**src/rtl/mips_pkg.sv**
```systemverilog
// rtl/mips_pkg.sv - shared types and constants for the MIPS core
//
// Purpose : sequencer state encoding and program-counter constants.
// Ports   : none (package).

package mips_pkg;

   typedef enum logic [1:0] {
      IDLE   = 2'd0,
      RUN    = 2'd1,
      HALTED = 2'd2
   } seq_state_t;

   localparam logic [31:0] PC_RESET = 32'h0000_0000;
   localparam logic [31:0] PC_INC   = 32'd4;

endpackage

```
**src/rtl/step_edge_detect.sv**
```systemverilog
// rtl/step_edge_detect.sv - single-register rising-edge detector
//
// Purpose : turns a level request into a one-cycle pulse on its rising edge.
// Ports   : i_clk   - system clock, rising edge
//           i_reset - asynchronous, active-high reset
//           i_level - level input to watch
//           o_pulse - high for the first cycle i_level is seen high

module step_edge_detect (
   input  logic i_clk,
   input  logic i_reset,
   input  logic i_level,
   output logic o_pulse
);

   logic level_q;

   // The history register tracks the input every cycle, independent of
   // whether the pipeline advances, so a held level yields only one pulse.
   always_ff @(posedge i_clk or posedge i_reset) begin
      if (i_reset) begin
         level_q <= 1'b0;
      end else begin
         level_q <= i_level;
      end
   end

   assign o_pulse = i_level & ~level_q;

endmodule

```
**src/rtl/pc_sequencer.sv**
```systemverilog
// rtl/pc_sequencer.sv - program-counter controller for the pipelined MIPS core
//
// Purpose : owns the PC, picks next-PC (sequential/branch/jump/jump-register),
//           gates pipeline advance for stalls and debug run/step, and
//           reports IF/ID flushes and program halt.
// Ports   : i_clk, i_reset          - clock / async active-high reset
//           i_enable, i_step_mode,
//           i_step                  - debug-unit run control
//           i_stall                 - load-use stall from hazard unit
//           i_halt                  - HALT decoded in ID
//           i_branch_taken,
//           i_branchoffset,
//           i_id_pc_plus4           - branch redirect inputs from ID
//           i_jump, i_jump_index    - J/JAL redirect inputs
//           i_jump_reg, i_jr_target - JR/JALR redirect inputs
//           o_pc, o_pc_plus4        - fetch address and its successor
//           o_pipe_enable           - pipeline advances this cycle
//           o_ifid_write            - IF/ID write enable
//           o_flush                 - clear IF/ID this cycle
//           o_halted                - program halted
//           o_cycle_count           - advanced cycles since reset

module pc_sequencer
   import mips_pkg::*;
#(
   parameter int                    DATA_WIDTH     = 32,
   parameter int                    JUMP_IDX_WIDTH = 26,
   parameter logic [DATA_WIDTH-1:0] PC_RESET       = mips_pkg::PC_RESET
) (
   input  logic                      i_clk,
   input  logic                      i_reset,
   input  logic                      i_enable,
   input  logic                      i_step_mode,
   input  logic                      i_step,
   input  logic                      i_stall,
   input  logic                      i_halt,
   input  logic                      i_branch_taken,
   input  logic [DATA_WIDTH-1:0]     i_branchoffset,
   input  logic [DATA_WIDTH-1:0]     i_id_pc_plus4,
   input  logic                      i_jump,
   input  logic [JUMP_IDX_WIDTH-1:0] i_jump_index,
   input  logic                      i_jump_reg,
   input  logic [DATA_WIDTH-1:0]     i_jr_target,
   output logic [DATA_WIDTH-1:0]     o_pc,
   output logic [DATA_WIDTH-1:0]     o_pc_plus4,
   output logic                      o_pipe_enable,
   output logic                      o_ifid_write,
   output logic                      o_flush,
   output logic                      o_halted,
   output logic [DATA_WIDTH-1:0]     o_cycle_count
);

   localparam logic [DATA_WIDTH-1:0] INC      = DATA_WIDTH'(PC_INC);
   localparam logic [DATA_WIDTH-1:0] WORD_MSK = ~DATA_WIDTH'(3);

   seq_state_t            state_q, state_d;
   logic [DATA_WIDTH-1:0] pc_q, pc_d;
   logic [DATA_WIDTH-1:0] count_q, count_d;
   logic                  halted_q, halted_d;
   logic                  step_pulse;
   logic                  adv;

   step_edge_detect u_step_edge (
      .i_clk   (i_clk),
      .i_reset (i_reset),
      .i_level (i_step),
      .o_pulse (step_pulse)
   );

   always_ff @(posedge i_clk or posedge i_reset) begin
      if (i_reset) begin
         state_q  <= IDLE;
         pc_q     <= PC_RESET;
         count_q  <= '0;
         halted_q <= 1'b0;
      end else begin
         state_q  <= state_d;
         pc_q     <= pc_d;
         count_q  <= count_d;
         halted_q <= halted_d;
      end
   end

   always_comb begin
      state_d      = state_q;
      pc_d         = pc_q;
      count_d      = count_q;
      halted_d     = halted_q;
      o_flush      = 1'b0;
      o_ifid_write = 1'b0;

      adv = (state_q == RUN) & i_enable & (~i_step_mode | step_pulse);

      case (state_q)
         IDLE: begin
            // Entering RUN never advances in the same cycle.
            if (i_enable) begin
               state_d = RUN;
            end
         end
         RUN: begin
            if (adv) begin
               count_d      = count_q + 1'b1;
               o_ifid_write = ~i_stall;
               // A stalled ID holds its instruction, so any redirect it
               // requests is re-presented on the next unstalled cycle.
               if (i_stall) begin
                  pc_d = pc_q;
               end else if (i_halt) begin
                  o_flush  = 1'b1;
                  state_d  = HALTED;
                  halted_d = 1'b1;
               end else if (i_jump_reg) begin
                  o_flush = 1'b1;
                  pc_d    = i_jr_target & WORD_MSK;
               end else if (i_jump) begin
                  o_flush = 1'b1;
                  pc_d    = {i_id_pc_plus4[DATA_WIDTH-1:DATA_WIDTH-4], i_jump_index, 2'b00};
               end else if (i_branch_taken) begin
                  o_flush = 1'b1;
                  pc_d    = i_id_pc_plus4 + (i_branchoffset << 2);
               end else begin
                  pc_d = pc_q + INC;
               end
            end
         end
         HALTED: begin
            state_d = HALTED;
         end
         default: begin
            state_d = IDLE;
         end
      endcase
   end

   assign o_pc          = pc_q;
   assign o_pc_plus4    = pc_q + INC;
   assign o_pipe_enable = adv;
   assign o_halted      = halted_q;
   assign o_cycle_count = count_q;

endmodule

```
**config.mk**
```make
export PLATFORM = sky130hd
export DESIGN_NAME = pc_sequencer
export DESIGN_NICKNAME = d
export VERILOG_FILES = /design/src/rtl/mips_pkg.sv /design/src/rtl/step_edge_detect.sv /design/src/rtl/pc_sequencer.sv
export SDC_FILE = /design/constraint.sdc
export NUM_CORES = 1
export LEC_CHECK = 0
export ABC_CLOCK_PERIOD_IN_PS = 2600
export CORE_MARGIN = 2
export CORE_UTILIZATION = 30
export DETAILED_ROUTE_END_ITERATION = 10
export HOLD_SLACK_MARGIN = 0.1
export PLACE_DENSITY_LB_ADDON = 0.1
export RECOVER_POWER = 100
export SYNTH_ARGS = -nofsm -noshare
export SYNTH_HDL_FRONTEND = slang
export SYNTH_SLANG_ARGS = --single-unit
```
**constraint.sdc**
```tcl
create_clock -name i_clk -period 2.6 [get_ports i_clk]
set_input_delay 0.39 -clock i_clk [delete_from_list [all_inputs] [get_ports i_clk]]
set_output_delay 0.39 -clock i_clk [all_outputs]
set_load 0.01 [all_outputs]
```
Word-level counts from Yosys, hierarchy flattened
Index checks and enable logic that the tools add are counted.
{"block": "op_classes", "add_sub_neg": 3, "eq_ne": 6, "muxes": 17, "bitwise": 8, "n_reduce_logical": 5}
{"op": "$mux W32", "count": 3}
{"op": "$add A32 B1 Y32 const B", "count": 1}
{"op": "$add A32 B3 Y32 const B", "count": 1}
{"op": "$add A32 B32 Y32", "count": 1}
{"op": "$reduce_and A4 Y1", "count": 3}
{"op": "$mux W1", "count": 9}
{"op": "$mux W2", "count": 4}
{"op": "$ne A2 B2 Y1 const B", "count": 4}
{"op": "$pmux W2 S3", "count": 1}
{"op": "$not A1 Y1", "count": 4}
{"op": "$and A1 B1 Y1", "count": 3}
{"op": "$eq A2 B1 Y1 const B", "count": 1}
{"op": "$eq A2 B2 Y1 const B", "count": 1}
{"op": "$logic_not A2 Y1", "count": 1}
{"op": "$reduce_and A2 Y1", "count": 1}
{"op": "$or A1 B1 Y1", "count": 1}
{"block": "word_totals", "regBits": 68, "inputBits": 132, "out_inout_bits": 100, "word_cells": 44}

Depth between registers and ports, before layout
Gate-level depths: netlist of run 1.
{"block": "logic_depth", "depth_word": 7, "mapped_depth": 10, "depth_no_buf": 9}

By module
From an unflattened synthesis of run 1, not the netlist that was laid out.
{"block": "hier_totals", "hier_cells": 714, "area_unflattened_um2": 5906.9}
{"module": "pc_sequencer", "n_inst": 1, "cells_each": 711, "area_per_inst_um2": 5864.4, "seq_area_each_um2": 1676.6}
{"module": "step_edge_detect", "n_inst": 1, "cells_each": 3, "area_per_inst_um2": 42.5, "seq_area_each_um2": 25.0}

Worst setup path after synthesis of run 1
Ideal clock, no wire load.
{"block": "synth_path", "path_type": "input to register", "start": "input port i_branchoffset[0]", "end": "register pc_q[28], in the netlist o_pc[28]", "setup_time_ns": 0.130, "t_arrival_ns": 2.455, "required_time_ns": 2.470, "slack_ns": 0.016, "cell_stages": 9, "path_buffers": 0, "path_cell_list": "ha_1 > fa_1 > a21o_1 > a311o_1 > a31oi_1 > o211ai_1 > a211oi_1 > xor2_1 > o22ai_1"}
{"block": "synth_between", "elab_chain_len": 4}
{"element": "start, declared", "line_no": "pc_sequencer.sv:38", "text": "input logic [DATA_WIDTH-1:0] i_branchoffset,"}
{"element": "$add A32 B32 Y32", "line_no": "pc_sequencer.sv:121", "text": "pc_d = i_id_pc_plus4 + (i_branchoffset << 2);"}
{"element": "$mux W32", "line_no": "pc_sequencer.sv:119", "text": "end else if (i_branch_taken) begin"}
{"element": "$mux W32", "line_no": "pc_sequencer.sv:116", "text": "end else if (i_jump) begin"}
{"element": "$mux W32", "line_no": "pc_sequencer.sv:113", "text": "end else if (i_jump_reg) begin"}
{"element": "end signal, assigned", "line_no": "pc_sequencer.sv:78", "text": "pc_q <= pc_d;"}
{"element": "end, declared", "line_no": "pc_sequencer.sv:57", "text": "logic [DATA_WIDTH-1:0] pc_q, pc_d;"}
No other way between the ends.
A chain may end at the register's enable or synchronous reset.

Worst setup path after layout of run 1
{"block": "layout_path", "start": "register pc_q[12], in the netlist o_pc[12]", "end": "output port o_pc_plus4[24]"}
{"block": "layout_between", "elab_chain_len": 1}
{"element": "$add A32 B3 Y32", "line_no": "pc_sequencer.sv:137", "text": "assign o_pc_plus4 = pc_q + INC;"}
{"element": "end, declared", "line_no": "pc_sequencer.sv:45", "text": "output logic [DATA_WIDTH-1:0] o_pc_plus4,"}
No other way between the ends.

==> impl_results.md, run 1 <==
* RR Startpoint: o_pc[12]$_DFFE_PP0P_
* Global-route wire length before repair at 38100 microns
* R2R Setup Slk at -0.01 ns
* # IOs at 232
* Max Clock Freq at 367 MHz
* Die width at 147 microns
* Clk_lat worst skew at 0.34 ns
* WL final at 24200 microns
* CTS buffer count at 9
* Max Cap Viol at 0
* DRC at 0
* Sink Count at 68
* Xor/xnor cell area share of the yosys netlist at 0.112
* Most common cell after layout, fill and taps aside: buf_4
* Worst R2R End: o_pc[31]$_DFFE_PP0P_
* Longest Clk Path Bufs at 2
* Initial antenna violation count at 0
* Routed Antenna Nets at 0
* Adder-cell area share of the yosys netlist at 0.0707
* Hold_buf cts at 0
* Root Driver: clkbuf_16
* Die footprint at 21600 sq um
* Crit path kind: reg2out
* Rel. slew slack at 0.0917
* Period minus WS final at 2.73 ns
* Die Height at 147 microns
* TritonCTS clock tree: built
* Power Dens Cells at 635 nW/um^2
* Commonest cells after routing, fill and taps aside: 152 x buf_4, 127 x clkdlybuf4s50_1, 86 x nand2_1
* Routability cong. at 0.878
* RSZ-0062 raised after global routing: yes
* PnR worst setup slack at -0.125 ns
* DRT Pass-1 Iters at 5
* Top FF cell, synth: dfrtp_1
* Maximum vdd drop at 0.265 mV
* Post-synth cell types at 75
* Violated checks: negative setup slack
* H-tree depth at 3
* Final setup viols at 8
* Initial DRC count at 311
* CP arrival at 2.34 ns
* Initial Utilization at 0.304
* Post-synthesis mux area share at 0.0119
* Worst-path clk slew at 0.06 ns
* Sum Neg Setup Slack at -0.528 ns
* Seq/Total Area, Yosys at 0.278
* CP Launch Type: flip-flop
* Worst Skew at 0.00887 ns
* YS warnings at 0
* Port-buffer cells at 227
* Layout Nets at 1303
* Routed vias at 7103
* Standard-cell row count at 52
* Routed wire length per instance at 17.1 microns
* Final hold violation count at 0
* Reg2reg path depth at 11
* GRT Total Usage at 0.223
* Worst setup EP type: primary output
* DP Wirelength at 19600 microns
* Syn_nets at 931
* Pleak at 4.64 nW
* Fin util at 0.510
* Core footprint at 20100 sq um
* Area delta synth->final at 67.6%
* Instance count of the mapped netlist at 765
* Ys async rst share at 1.00
* Setup crit end: o_pc_plus4[24]
* Mapped Area at 6120 sq um
* Synthesis-stage register bit count at 68
* EDFF count, synth at 0
* Vias in the first global route at 7070
* Synth Area per Inst at 8.00 sq um
* Worst slew pin tran at 1.36 ns
* Largest net degree at the start of global routing at 45
* Class of the worst hold path: reg2reg
* DP Worst Slack at -0.617 ns
* Total grt overflow at 0
* Max-slew violation count at 0
* CP max FO at 4
* Compound-Gate Fraction of Synth Area at 0.255
* Share of post-route cells with drive strength above 1 at 0.211
* Final period util at 1.05
* Via/cell ratio at 5.03
* Main combinational cell family by area after synthesis: compound AO/OA/AOI/OAI gates
* # diodes at 0
* Status: complete, but fails checks
* Setup crit start: o_pc[12]$_DFFE_PP0P_
* Fill cells at 1971
* Worst Path Required at 2.21 ns
* Post-synthesis simple-gate area fraction at 0.227
## registers in the layout, indices dropped and copies added (netlist names)
name and flops:
o_cycle_count 32, o_halted 1, o_pc 32, state_q 2, u_step_edge.level_q 1
## worst min-delay path by stage
| stage | from | to | slack [ns] | cells past startpoint |
|---|---|---|---|---|
| after floorplan | i_step | u_step_edge.level_q$_DFF_PP0_ | 0.42 | 0 |
| after global placement | o_halted$_DFFE_PP0P_ | o_halted$_DFFE_PP0P_ | 0.44 | 1 |
| after detailed placement | o_halted$_DFFE_PP0P_ | o_halted$_DFFE_PP0P_ | 0.45 | 1 |
| after CTS | i_reset | o_cycle_count[25]$_DFFE_PP0P_ | 0.42 | 3 |
| after global routing | o_cycle_count[31]$_DFFE_PP0P_ | o_cycle_count[31]$_DFFE_PP0P_ | 0.48 | 1 |
| final | o_halted$_DFFE_PP0P_ | o_halted$_DFFE_PP0P_ | 0.45 | 1 |
## logic make-up after synthesis
kind of cell | Yosys count
and+or+nand+nor | 276
DFF | 68
adders and majority gates | 34
muxes | 7
buffers and inverters | 68
AOI/OAI and AO/OA | 234
xor gates and xnor gates | 78
## per-layer routing
metal	global-route usage	share of wire
met4	0.0427	0.014
met2	0.380	0.48
met1	0.305	0.46
met5	0	0
met3	0.0311	0.044
## synth_stat cells (all sizes together) (9+ instances only)
cell    instances  share of area
nand2          88          0.054
a21oi          66          0.054
o22ai          11          0.011
xnor2          46          0.066
nand2b         14          0.014
nand4          23          0.025
dfrtp          68           0.28
o21a            9          0.011
nand3          26          0.021
nor2           55          0.034
buf            11          0.011
o211ai         10          0.012
and3           17          0.017
ha             33          0.067
a211oi          9          0.012
a221o          11          0.018
inv            24          0.015
nor3           14          0.011
xor2           32          0.046
or3            10          0.010
a31oi           9         0.0092
o21ai          54          0.044
clkbuf         33          0.020
## final cells by class
type                            count  area (sq um)  share of cell area
Tap cell                          270           338              0.0329
Clock buffer                       10           229              0.0223
Sequential cell                    68          1700               0.166
Clock inverter                      6          88.8             0.00866
Multi-Input combinational cell    629          4300               0.419
Inverter                           24          90.1             0.00878
Timing Repair Buffer              405          3510               0.342
## what timing repair did
item | in CTS | in global routing
buffers inserted | 13 | 10
pin swaps | 20 | 26
resized for setup | 84 | 38
setup endpoints to repair | 33 | 29
## critical path, stage by stage, from the launching register on
cell,delay (ns)
dfrtp_1,0.38
buf_6,0.12
nand4_4,0.10
or4_4,0.59
or2_4,0.30
buf_6,0.12
nor2_4,0.11
xnor2_2,0.12
buf_2,0.16
## through the flow
step                hold WS, ns  total power, mW  instance area [sq um]  std cells
floorplan                 0.421             3.07                   6120        765
global placement          0.443             5.27                   9760       1376
detailed placement        0.449             5.28                   9760       1376
CTS                       0.421             6.65                  10300       1405
global route              0.484             6.93                  10300       1412
finish                    0.452             6.52                  10300       1412
## power by group
group	internal (mW)	switching (mW)
sequential	1.34	0.262
combinational	1.87	1.72
clock	0.840	0.482
total	4.05	2.47
No activity file was read; power rests on OpenSTA's default activity.
==> inputs of run 2 (changes only) <==
--- a/config.mk
+++ b/config.mk
@@ -5,7 +5,7 @@
 export SDC_FILE = /design/constraint.sdc
 export NUM_CORES = 1
 export LEC_CHECK = 0
-export ABC_CLOCK_PERIOD_IN_PS = 2600
+export ABC_CLOCK_PERIOD_IN_PS = 2200
 export CORE_MARGIN = 2
 export CORE_UTILIZATION = 30
 export DETAILED_ROUTE_END_ITERATION = 10
==> constraint.sdc (replaced) <==
create_clock -name i_clk -period 2.2 [get_ports i_clk]
set_input_delay 0.33 -clock i_clk [delete_from_list [all_inputs] [get_ports i_clk]]
set_output_delay 0.33 -clock i_clk [all_outputs]
set_load 0.01 [all_outputs]
==> impl_results.md, run 2 (same netlist as run 1, synthesis figures left out) <==
* CP peak stage delay at 0.56 ns
* Total grt overflow at 0
* Crit path kind: reg2out
* Cell mode on critical path: buf_6
* Vias in the first global route at 7309
* Worst slew pin tran at 0.941 ns
* Power Dens Cells at 716 nW/um^2
* Hold_buf cts at 0
* Die footprint at 21600 sq um
* Most common cell after layout, fill and taps aside: buf_4
* Die Height at 147 microns
* CTS buffer count at 9
* Largest net degree at the start of global routing at 37
* Sink Count at 68
* Period minus WS final at 2.65 ns
* Die width at 147 microns
* Hold path endpoint: u_step_edge.level_q$_DFF_PP0_
* DRC at 0
* Initial antenna violation count at 1
* Longest Clk Path Bufs at 2
* TritonCTS clock tree: built
* Crit-path cells: buf_6 -> nand4_4 -> or4_4 -> buf_6 -> or2_4 -> nor2_4 -> xor2_2 -> buf_2
* Final hold violation count at 0
* Core footprint at 20100 sq um
* GRT Total Usage at 0.231
* PnR worst setup slack at -0.449 ns
* Worst Path Required at 1.87 ns
* Worst R2R End: o_pc[31]$_DFFE_PP0P_
* RSZ-0062 raised after global routing: yes
* Final period util at 1.20
* Area delta synth->final at 89.5%
* Buffers & Inverters on Critical Path at 3
* Port-buffer cells at 227
* Rel. slew slack at 0.373
* Commonest cells after routing, fill and taps aside: 215 x buf_4, 99 x clkdlybuf4s50_1, 82 x nand2_1
* Worst Hold Launch: i_step
* Routability cong. at 0.891
* Max-slew violation count at 0
* Setup crit start: o_pc[12]$_DFFE_PP0P_
* Routed vias at 7476
* Max Cap Viol at 0
* CP arrival at 2.32 ns
* Worst Hold Path Cells at 1
* DRT Pass-1 Iters at 5
* Status: complete, but fails checks
* Class of the worst hold path: in2reg
* # IOs at 232
* Global-route wire length before repair at 39200 microns
* Fill cells at 1863
* CP Launch Type: flip-flop
* Clk_lat worst skew at 0.34 ns
* DP Wirelength at 19900 microns
* Initial DRC count at 308
* Worst Skew at 0.00761 ns
* Standard-cell row count at 52
* Final setup viols at 40
* Max Clock Freq at 377 MHz
* Violated checks: negative setup slack
* Worst setup EP type: primary output
* Busiest grt layer: met2
* Routed wire length per instance at 17.4 microns
* GR Layer Usage met2 at 0.377
* Root Driver: clkbuf_16
* Via/cell ratio at 5.07
* Reg2reg path depth at 10
* Layout Nets at 1366
* GR Util met1 at 0.316
* Maximum vdd drop at 0.435 mV
* H-tree depth at 3
* Initial Utilization at 0.304
* Power consumption at 8.30 mW
* Routed Antenna Nets at 0
* DP Worst Slack at -0.729 ns
* CP max stage cell: or4_4
* CP delay by family, top: simple AND/OR/NAND/NOR gates
* Met3 usage at 0.0267
* Worst-path clk slew at 0.06 ns
* CP max FO at 3
* Share of post-route cells with drive strength above 1 at 0.346
* WL final at 25700 microns
* RR Startpoint: o_pc[11]$_DFFE_PP0P_
* Pleak at 5.41 nW
* R2R Setup Slk at -0.37 ns
-- run 2: repair_timing --
action,CTS,global route
pin swaps,56,70
setup buffers,31,18
endpoints found under the setup margin,60,60
resized for setup,232,118
-- run 2: through the flow --
stage	hold WS, ns	utilization	cells	TNS, ns	area [sq um]
2_1_floorplan	0.361	-	765	-0.256	6230
3_3_place_gp	0.439	0.504	1415	-25.18	10100
3_5_place_dp	0.444	0.504	1415	-26.34	10100
4_1_cts	0.431	0.547	1458	-7.84	11000
5_1_grt	0.335	0.577	1476	-14.90	11600
6_report	0.340	0.577	1476	-8.63	11600
-- run 2: power breakdown --
group / internal, mW / total, mW / switching [mW]
registers: 1.59 / 1.90 / 0.306
logic: 2.61 / 4.93 / 2.32
clock network: 0.906 / 1.48 / 0.576
-- run 2: per-layer routing --
metal  vias to the layer above  routed length (microns)
li1                       3687                        -
met1                      3536                    11800
met2                       207                    12200
met3                        46                     1100
met4                         0                      676
met5                         -                        0
-- run 2: area by class of cell --
type                    instances  area (sq um)  share of cell area
diodes                          1          2.50            0.000216
clock buffers                  10           239              0.0206
clock inverters                 6          63.8             0.00550
inverters                      24          90.1             0.00777
multi-input cells             629          5030               0.434
flip-flops and latches         68          1710               0.148
well taps                     270           338              0.0291
repair buffers                468          4120               0.355
-- run 2: worst max-delay path by stage --
stage,endpoint,slack (ns),cells after the start
2_1_floorplan,o_pc[31]$_DFFE_PP0P_,-0.08,8
3_3_place_gp,o_pc[14]$_DFFE_PP0P_,-0.71,10
3_5_place_dp,o_pc[14]$_DFFE_PP0P_,-0.73,10
4_1_cts,o_pc_plus4[30],-0.55,9
5_1_grt,o_pc_plus4[30],-0.51,9
6_report,o_pc_plus4[26],-0.45,8
==> inputs of run 3 (changes only) <==
--- a/config.mk
+++ b/config.mk
@@ -11,7 +11,6 @@
 export DETAILED_ROUTE_END_ITERATION = 10
 export HOLD_SLACK_MARGIN = 0.1
 export PLACE_DENSITY_LB_ADDON = 0.1
-export RECOVER_POWER = 100
 export SYNTH_ARGS = -nofsm -noshare
 export SYNTH_HDL_FRONTEND = slang
 export SYNTH_SLANG_ARGS = --single-unit
==> impl_results.md, run 3 (same netlist as run 1, synthesis figures left out) <==
* Reg2reg path depth at 10
* Routed vias at 7509
* Sequential share of power at 0.226
* Clock share of power at 0.176
* R2R Setup Slk at -0.36 ns
* CP max FO at 3
* Max layer used: met4
* Power Dens Cells at 721 nW/um^2
* Final cell count without fillers at 1476
* Worst Path Required at 1.87 ns
* Max Clock Freq at 378 MHz
* Sink Count at 68
* Worst Hold Launch: i_step
* Share of post-route cells with drive strength above 1 at 0.354
* Routed wire length per instance at 17.4 microns
* Rel. slew slack at 0.648
* Post-placement cell count at 1415
* Commonest cells after routing, fill and taps aside: 221 x buf_4, 147 x clkdlybuf4s50_1, 81 x nand2_1
* Worst Hold Path Cells at 1
* RSZ-0062 raised after global routing: yes
* Final setup viols at 31
* CP peak stage delay at 0.56 ns
* Final period util at 1.20
* Cell mode on critical path: buf_6
* WL final at 25700 microns
* Standard-cell row count at 52
* Die Height at 147 microns
* DRT Pass-1 Iters at 5
* Met3 wire length at 1180 microns
* Sw frac at 0.384
* GRT Total Usage at 0.231
* RR Startpoint: o_pc[11]$_DFFE_PP0P_
* Violated checks: negative setup slack
* Core footprint at 20100 sq um
* Layout Nets at 1366
* Pint at 5.19 mW
* Worst-path clk slew at 0.06 ns
* Initial Utilization at 0.304
* Most common cell after layout, fill and taps aside: buf_4
* Initial DRC count at 298
* Longest Clk Path Bufs at 2
* CP max stage cell: or4_4
* Max Cap Viol at 0
* Die width at 147 microns
* Root Driver: clkbuf_16
* DP Wirelength at 19900 microns
* # IOs at 232
* Status: complete, but fails checks
* Worst slew pin tran at 0.527 ns
* DRC at 0
* Area delta synth->final at 90.7%
* Largest net degree at the start of global routing at 37
* Worst setup EP type: primary output
* Via/cell ratio at 5.09
* Maximum vdd drop at 0.434 mV
* Initial antenna violation count at 1
* Class of the worst hold path: in2reg
* Total grt overflow at 0
* Period minus WS final at 2.64 ns
* Clk_lat worst skew at 0.34 ns
* Wl on met1 at 11700 microns
* Global-route wire length before repair at 39200 microns
* CTS buffer count at 9
* Routed Antenna Nets at 0
* Pleak at 5.33 nW
* Vias in the first global route at 7309
* Fill cells at 1849
* Metal2 WL at 12200 microns
* PnR worst setup slack at -0.444 ns
* P_sw at 3.23 mW
* CP arrival at 2.31 ns
* Worst Skew at 0.00783 ns
* Routability cong. at 0.891
* CP Launch Type: flip-flop
* Port-buffer cells at 227
* Max-slew violation count at 0
* Final hold violation count at 0
* Crit path kind: reg2out
* Comb power frac at 0.597
* Crit-path cells: buf_6 -> nand4_4 -> or4_4 -> buf_6 -> or2_4 -> nor2_4 -> xor2_2 -> buf_2
* TritonCTS clock tree: built
* Die footprint at 21600 sq um
* H-tree depth at 3
* Worst R2R End: o_pc[31]$_DFFE_PP0P_
* DP Worst Slack at -0.729 ns
* Hold path endpoint: u_step_edge.level_q$_DFF_PP0_
[run 3: cell count changes in the layout (fill, tap and decap cells not counted), moves of 4 or more]
cell,change
buf_4,+6
dlygate4sd3_1,-48
clkdlybuf4s50_1,+48
clkbuf_1,-4
[run 3: through the flow]
stage / area [sq um] / hold slack, ns / total power, mW / setup TNS, ns / util
finish: 11700 / 0.201 / 8.42 / -7.21 / 0.581
global route: 11700 / 0.197 / 8.92 / -9.66 / 0.581
CTS: 11000 / 0.431 / 8.09 / -7.84 / 0.547
detailed placement: 10100 / 0.444 / 6.47 / -26.34 / 0.504
global placement: 10100 / 0.439 / 6.46 / -25.18 / 0.504
floorplan: 6230 / 0.361 / 3.68 / -0.256 / -
[run 3: repair_timing]
item	4_1_cts	5_1_grt
buffers inserted	31	18
gates cloned	0	0
endpoints found under the setup margin	60	60
pin swaps	56	70
hold buffers	0	0
gates resized for setup	232	118
[run 3: routing by layer]
metal  vias to the layer above  global-route usage
met4                         0              0.0816
met3                        43              0.0267
met5                         -                   0
li1                       3683                   -
met2                       219               0.377
met1                      3564               0.316
[run 3: area by class of cell]
| cell class | instances | area, sq um | share of cell area |
|---|---|---|---|
| well taps | 270 | 338 | 0.0289 |
| repair buffers | 468 | 4150 | 0.355 |
| clock inverters | 6 | 63.8 | 0.00547 |
| multi-input cells | 629 | 5080 | 0.435 |
| diodes | 1 | 2.50 | 0.000214 |
| inverters | 24 | 90.1 | 0.00772 |
| flip-flops and latches | 68 | 1710 | 0.147 |
| clock buffers | 10 | 239 | 0.0205 |
[run 3: how the worst max path moves through the flow]
stage	cells past startpoint	start	endpoint	slack, ns
finish	8	o_pc[12]$_DFFE_PP0P_	o_pc_plus4[26]	-0.44
global route	9	o_pc[12]$_DFFE_PP0P_	o_pc_plus4[30]	-0.51
CTS	9	o_pc[3]$_DFFE_PP0P_	o_pc_plus4[30]	-0.55
detailed placement	10	i_id_pc_plus4[2]	o_pc[14]$_DFFE_PP0P_	-0.73
global placement	10	i_branchoffset[0]	o_pc[14]$_DFFE_PP0P_	-0.71
floorplan	8	o_pc[5]$_DFFE_PP0P_	o_pc[31]$_DFFE_PP0P_	-0.08
[run 3: power groups by stage]
stage | clock network [mW] | logic [mW] | registers, mW
after floorplan | 0 | 1.56 | 2.13
after global placement | 0 | 4.59 | 1.88
after detailed placement | 0 | 4.58 | 1.89
after CTS | 1.50 | 4.71 | 1.88
after global routing | 1.57 | 5.40 | 1.96
final | 1.49 | 5.03 | 1.91
[run 3: worst max-delay path: cells and delay by family (launching register included)]
| kind | cells | cell delay, ns |
|---|---|---|
| flops | 1 | 0.38 |
| buf+inv | 3 | 0.41 |
| simple gates | 4 | 1.05 |
| xor+xnor | 1 | 0.13 |
